===== src/rtl/apb_cdc_arbiter.sv =====
// Round-robin arbiter that shares one APB master port (the apb_cdc source side)
// between NUM_REQ local requesters, with a per-transfer ACCESS-phase timeout.
module apb_cdc_arbiter #(
    parameter int NUM_REQ = 2,
    parameter int AW      = 32,
    parameter int DW      = 32,
    parameter int TIMEOUT = 64
) (
    input  logic                  src_clk,
    input  logic                  src_rst,
    input  logic [NUM_REQ-1:0]    req_valid,
    input  logic [NUM_REQ-1:0]    req_write,
    input  logic [NUM_REQ*AW-1:0] req_addr,
    input  logic [NUM_REQ*DW-1:0] req_wdata,
    output logic [NUM_REQ-1:0]    req_done,
    output logic [DW-1:0]         req_rdata,
    output logic                  req_err,
    output logic [2:0]            grant_id,
    output logic                  busy,
    output logic [AW-1:0]         m_PADDR,
    output logic [DW-1:0]         m_PWDATA,
    output logic                  m_PWRITE,
    output logic                  m_PSEL,
    output logic                  m_PENABLE,
    input  logic [DW-1:0]         m_PRDATA,
    input  logic                  m_PREADY,
    input  logic                  m_PSLVERR
);

    localparam int CW = 16;

    // Handshake: a requester raises req_valid and holds it (with its fields)
    // until it sees its req_done bit; req_done is a single-cycle pulse and
    // req_rdata/req_err are valid with it and hold until the next completion.
    typedef enum logic [2:0] {
        S_IDLE   = 3'd0,
        S_SETUP  = 3'd1,
        S_ACCESS = 3'd2,
        S_DONE   = 3'd3,
        S_ORPHAN = 3'd4
    } state_t;

    state_t state, state_nx;

    logic [2:0]         last, last_nx;
    logic [CW-1:0]      cnt, cnt_nx;
    logic               any_valid;
    logic [2:0]         pick;
    logic               timeout_hit;

    logic [AW-1:0]      paddr_nx;
    logic [DW-1:0]      pwdata_nx;
    logic               pwrite_nx;
    logic               psel_nx;
    logic               penable_nx;
    logic [NUM_REQ-1:0] done_nx;
    logic [DW-1:0]      rdata_nx;
    logic               err_nx;
    logic [2:0]         grant_nx;
    logic               busy_nx;

    // Search last+1, last+2, ... with wrap; smallest distance wins.
    always_comb begin
        int idx;
        idx       = 0;
        any_valid = 1'b0;
        pick      = last;
        for (int k = NUM_REQ; k >= 1; k--) begin
            idx = int'(last) + k;
            if (idx >= NUM_REQ) idx = idx - NUM_REQ;
            if (req_valid[idx]) begin
                any_valid = 1'b1;
                pick      = idx[2:0];
            end
        end
    end

    assign timeout_hit = (TIMEOUT != 0) && (cnt == CW'(TIMEOUT - 1));

    // State register plus the registered outputs.
    always_ff @(posedge src_clk or posedge src_rst) begin
        if (src_rst) begin
            state     <= S_IDLE;
            last      <= 3'(NUM_REQ - 1);
            cnt       <= '0;
            m_PADDR   <= '0;
            m_PWDATA  <= '0;
            m_PWRITE  <= 1'b0;
            m_PSEL    <= 1'b0;
            m_PENABLE <= 1'b0;
            req_done  <= '0;
            req_rdata <= '0;
            req_err   <= 1'b0;
            grant_id  <= '0;
            busy      <= 1'b0;
        end else begin
            state     <= state_nx;
            last      <= last_nx;
            cnt       <= cnt_nx;
            m_PADDR   <= paddr_nx;
            m_PWDATA  <= pwdata_nx;
            m_PWRITE  <= pwrite_nx;
            m_PSEL    <= psel_nx;
            m_PENABLE <= penable_nx;
            req_done  <= done_nx;
            req_rdata <= rdata_nx;
            req_err   <= err_nx;
            grant_id  <= grant_nx;
            busy      <= busy_nx;
        end
    end

    // Next-state logic. PREADY has priority over the timeout in ACCESS.
    always_comb begin
        state_nx = state;
        case (state)
            S_IDLE:   if (any_valid) state_nx = S_SETUP;
            S_SETUP:  state_nx = S_ACCESS;
            S_ACCESS: begin
                if (m_PREADY)         state_nx = S_DONE;
                else if (timeout_hit) state_nx = S_ORPHAN;
            end
            S_DONE:   state_nx = S_IDLE;
            S_ORPHAN: if (m_PREADY) state_nx = S_IDLE;
            default:  state_nx = S_IDLE;
        endcase
    end

    // Output logic: values for the next cycle, derived from the transition.
    always_comb begin
        paddr_nx   = m_PADDR;
        pwdata_nx  = m_PWDATA;
        pwrite_nx  = m_PWRITE;
        grant_nx   = grant_id;
        last_nx    = last;
        rdata_nx   = req_rdata;
        err_nx     = req_err;
        cnt_nx     = '0;
        done_nx    = '0;
        psel_nx    = (state_nx == S_SETUP) || (state_nx == S_ACCESS) ||
                     (state_nx == S_ORPHAN);
        penable_nx = (state_nx == S_ACCESS) || (state_nx == S_ORPHAN);
        busy_nx    = (state_nx != S_IDLE);
        case (state)
            S_IDLE: begin
                if (any_valid) begin
                    paddr_nx  = req_addr[int'(pick)*AW +: AW];
                    pwdata_nx = req_wdata[int'(pick)*DW +: DW];
                    pwrite_nx = req_write[pick];
                    grant_nx  = pick;
                    last_nx   = pick;
                end
            end
            S_ACCESS: begin
                if (m_PREADY) begin
                    rdata_nx = m_PWRITE ? '0 : m_PRDATA;
                    err_nx   = m_PSLVERR;
                    done_nx  = NUM_REQ'(1) << grant_id;
                end else if (timeout_hit) begin
                    // The bus stays in ACCESS until PREADY; only the requester is released.
                    rdata_nx = '0;
                    err_nx   = 1'b1;
                    done_nx  = NUM_REQ'(1) << grant_id;
                end else begin
                    cnt_nx = cnt + 1'b1;
                end
            end
            default: ;
        endcase
    end

    a_penable_needs_psel: assert property (@(posedge src_clk) disable iff (src_rst)
        m_PENABLE |-> m_PSEL);
    a_done_onehot: assert property (@(posedge src_clk) disable iff (src_rst)
        $onehot0(req_done));

endmodule


===== config.mk =====
export PLATFORM = sky130hd
export DESIGN_NAME = apb_cdc_arbiter
export DESIGN_NICKNAME = d
export VERILOG_FILES = /design/src/rtl/apb_cdc_arbiter.sv
export SDC_FILE = /design/constraint.sdc
export NUM_CORES = 1
export LEC_CHECK = 0
export CAP_MARGIN = 10
export CORE_UTILIZATION = 46
export DETAILED_ROUTE_END_ITERATION = 10
export PLACE_DENSITY = 0.84
export SKIP_CTS_REPAIR_TIMING = 1
export SLEW_MARGIN = 5
export SYNTH_ARGS = -nofsm -noshare
export SYNTH_HDL_FRONTEND = slang
export SYNTH_SLANG_ARGS = --single-unit

===== constraint.sdc =====
create_clock -name src_clk -period 8.15 [get_ports src_clk]
set_clock_uncertainty 0.15 [all_clocks]
set_input_delay 2.445 -clock src_clk [delete_from_list [all_inputs] [get_ports src_clk]]
set_output_delay 2.445 -clock src_clk [all_outputs]
set_load 0.01 [all_outputs]

==> flow_metrics.tcl <==
set metrics [dict create \
    final-max-slew-violation-count 0 \
    timing_hold_violations_final 0 \
    worstPathRequired_ns 8.27 \
    cts_root_buffer "clkbuf_16" \
    clock_latency_ns 0.40 \
    synth_warnings 0 \
    maxCapViolations 0 \
    avgRoutedWirePerCell_um 15.83 \
    hold_depth 2 \
    fin_tns_setup_ns 0 \
    syn_inst 588 \
    hp-class "flip-flop to flip-flop" \
    min_from "m_PADDR[18]" \
    ys_seq_area_frac 0.5011 \
    n_fill_cell 988 \
    peakVddDrop_mv 0.1850 \
    grt_pass1_wl_um 26700 \
    placed_area_mm2 0.009060 \
    dr_total_vias 5225 \
    syn_area_mm2 0.006295 \
    worstSetupPathType "input pin to flip-flop" \
    area_delta_synth_final_pct 53.81 \
    grt_max_degree 74 \
    gp_congestion 0.8482 \
    fp.dieW_um 119.0 \
    clkSlewWorstSetupHoldPaths_ns 0.06 \
    cts_buffers 17 \
    min_period_ns 5.106 \
    ant_nets 0 \
    dieArea_mm2 0.01416 \
    first_pass_iters 4 \
    cp_max_fo 33 \
    rsz0062_at_grt "false" \
    nets 1028 \
    timing.hold.worst_endpoint "m_PADDR[18]" \
    syn_avg_cell_area_um2 10.71 \
    cts_tree "built" \
    cts_max_level 4 \
    initial_core_util 0.4735 \
    r2r_end "m_PADDR[28]" \
    end_kind "flip-flop" \
    clkSinkCount 126 \
    worst_pin_slew_ns 1.046 \
    rrSetupSlack_ns 4.35 \
    grt.total_usage 0.2409 \
    crit_arrival_ns 5.22 \
    r2r_cells 10 \
    dp_hpwl_um 12270 \
    post-route-period-util 0.6265 \
    clockBufferDepth 2 \
    antenna_found_initial 0 \
    grt_overflow 0 \
    drt-total-wl_um 16480 \
    p_leak_nw 4.276 \
    fmaxAchievable_ghz 0.1959 \
    num_antenna_cells 0 \
    core_area_mm2 0.01330 \
    crit_path_start_kind "input pin" \
    setup_viol 0 \
    portBuffers 273 \
    avgViaCountPerCell 5.019 \
    design_area_mm2 0.009682 \
    grt_pass1_vias 5580 \
    drc_errors 0 \
    status "finished, final reports clean" \
    drtIter0Drc 156 \
    die-height_um 119.0 \
    drive_gt1_frac 0.1283 \
    synth-seq-cells 126 \
    synth_nets 764 \
    slew_headroom 0.3028 \
    synth.distinct_cells 49 \
    rows 42 \
    power.density_mw_per_mm2 363.4 \
    reg2reg_from "last[0]" \
    pin_count 274 \
]
-- where the power goes --
part	switching [mW]	internal, mW
registers	0.179	0.899
logic	0.817	0.856
clock network	0.277	0.490
-- critical path, stage by stage --
cell	delay [ns]
clkdlybuf4s50_1	0.66
mux2_4	0.24
nor3b_1	0.21
mux2_2	0.40
nand4_4	0.50
buf_4	0.56
o21ai_0	0.17
-- synth_stat cells, drive strengths merged --
| library cell | instances | area share |
|---|---|---|
| a211o | 1 | 0.0014 |
| o21ai | 69 | 0.090 |
| and4 | 1 | 0.0014 |
| nand3 | 7 | 0.0056 |
| nor4 | 2 | 0.0020 |
| o22a | 1 | 0.0014 |
| nand4 | 2 | 0.0044 |
| xor2 | 3 | 0.0042 |
| nor3b | 1 | 0.0012 |
| a21bo | 1 | 0.0016 |
| a311oi | 1 | 0.0014 |
| o21bai | 2 | 0.0024 |
| nand2b | 3 | 0.0030 |
| nor4b | 1 | 0.0024 |
| mux2 | 4 | 0.0078 |
| and2 | 1 | 0.00099 |
| inv | 48 | 0.029 |
| o2111ai | 1 | 0.0014 |
| clkbuf | 14 | 0.0085 |
| dfstp | 1 | 0.0042 |
| and3 | 1 | 0.00099 |
| a21oi | 6 | 0.0048 |
| xnor2 | 12 | 0.017 |
| mux2i | 100 | 0.16 |
| or4 | 2 | 0.0024 |
| dfrtp | 125 | 0.50 |
| o21a | 2 | 0.0024 |
| nor2 | 28 | 0.017 |
| o2bb2ai | 1 | 0.0014 |
| a21o | 1 | 0.0012 |
| buf | 19 | 0.031 |
| ha | 8 | 0.016 |
| nand2 | 105 | 0.063 |
| o211ai | 1 | 0.0012 |
| or3 | 1 | 0.00099 |
| a22oi | 1 | 0.0012 |
| nor2b | 2 | 0.0020 |
| nor3 | 9 | 0.0087 |
-- cell usage in the layout, fill, tap and decap left out, types with 3 or more instances in the layout --
cell type,count
mux2_2,3
ha_1,8
inv_1,47
xnor2_1,12
o21ai_0,8
a21oi_1,5
clkbuf_16,17
nor3_1,7
nand3_1,7
buf_4,4
o21ai_2,59
clkdlybuf4s50_1,273
mux2i_1,99
nand2_1,105
xor2_1,3
nand2b_1,3
clkinv_4,3
bufinv_16,3
dfrtp_1,125
clkinv_2,3
nor2_1,27
-- layout make-up --
class	count	area [um^2]	area share
Multi-Input combinational cell	381	2740	0.2830
Timing Repair Buffer	278	2778	0.2869
Clock buffer	19	442.9	0.04575
Tap cell	176	220.2	0.02274
Clock inverter	13	163.9	0.01693
Inverter	48	182.7	0.01887
Sequential cell	126	3154	0.3258
-- metrics by stage --
step / setup WS (ns) / instances / hold WS (ns) / util / total power [mW]
after floorplan: 2.201 / 588 / 0.3155 / - / 2.000
after global placement: 2.693 / 1008 / 0.3115 / 0.6814 / 2.700
after detailed placement: 2.564 / 1008 / 0.3147 / 0.6814 / 2.762
after CTS: 3.023 / 1040 / 0.3267 / 0.7271 / 3.551
after global routing: 2.845 / 1041 / 0.3367 / 0.7282 / 3.727
final: 3.044 / 1041 / 0.3232 / 0.7282 / 3.518
-- metal layers --
metal | track usage | share of wire | wire (um) | up-vias
li1 | - | - | - | 2507
met1 | 0.2611 | 0.38 | 6263 | 2468
met2 | 0.4459 | 0.53 | 8745 | 221
met3 | 0.05747 | 0.065 | 1074 | 29
met4 | 0.09889 | 0.024 | 396 | 0
met5 | 0 | 0 | 0 | -
-- registers in the layout (all words and copies together) (netlist names) --
register and count:
req_rdata 32, grant_id 3, m_PENABLE 1, req_err 1, m_PSEL 1, last 1, m_PADDR 32, cnt 16
busy 1, m_PWDATA 32, req_done 2, m_PWRITE 1, state 3
-- worst max path at each step --
stage                  from           to  slack, ns  cells after the start
2_1_floorplan       src_rst         busy       2.20                      1
3_3_place_gp   req_valid[0]  m_PADDR[30]       2.69                      7
3_5_place_dp   req_valid[0]  m_PADDR[28]       2.56                      7
4_1_cts        req_valid[0]  m_PADDR[28]       3.02                      7
5_1_grt        req_valid[0]  m_PADDR[27]       2.85                      7
6_report       req_valid[0]  m_PADDR[30]       3.04                      7
-- kinds of logic after synthesis --
kind of cell,Yosys count,share of synthesized area
DFF,126,0.5011
and+or+nand+nor,166,0.1153
AOI/OAI and AO/OA,88,0.1117
muxes,104,0.1674
adders and majority gates,8,0.01590
buffers and inverters,81,0.06778
xor gates and xnor gates,15,0.02087
Note: power is estimated with default switching activity, not from simulation.
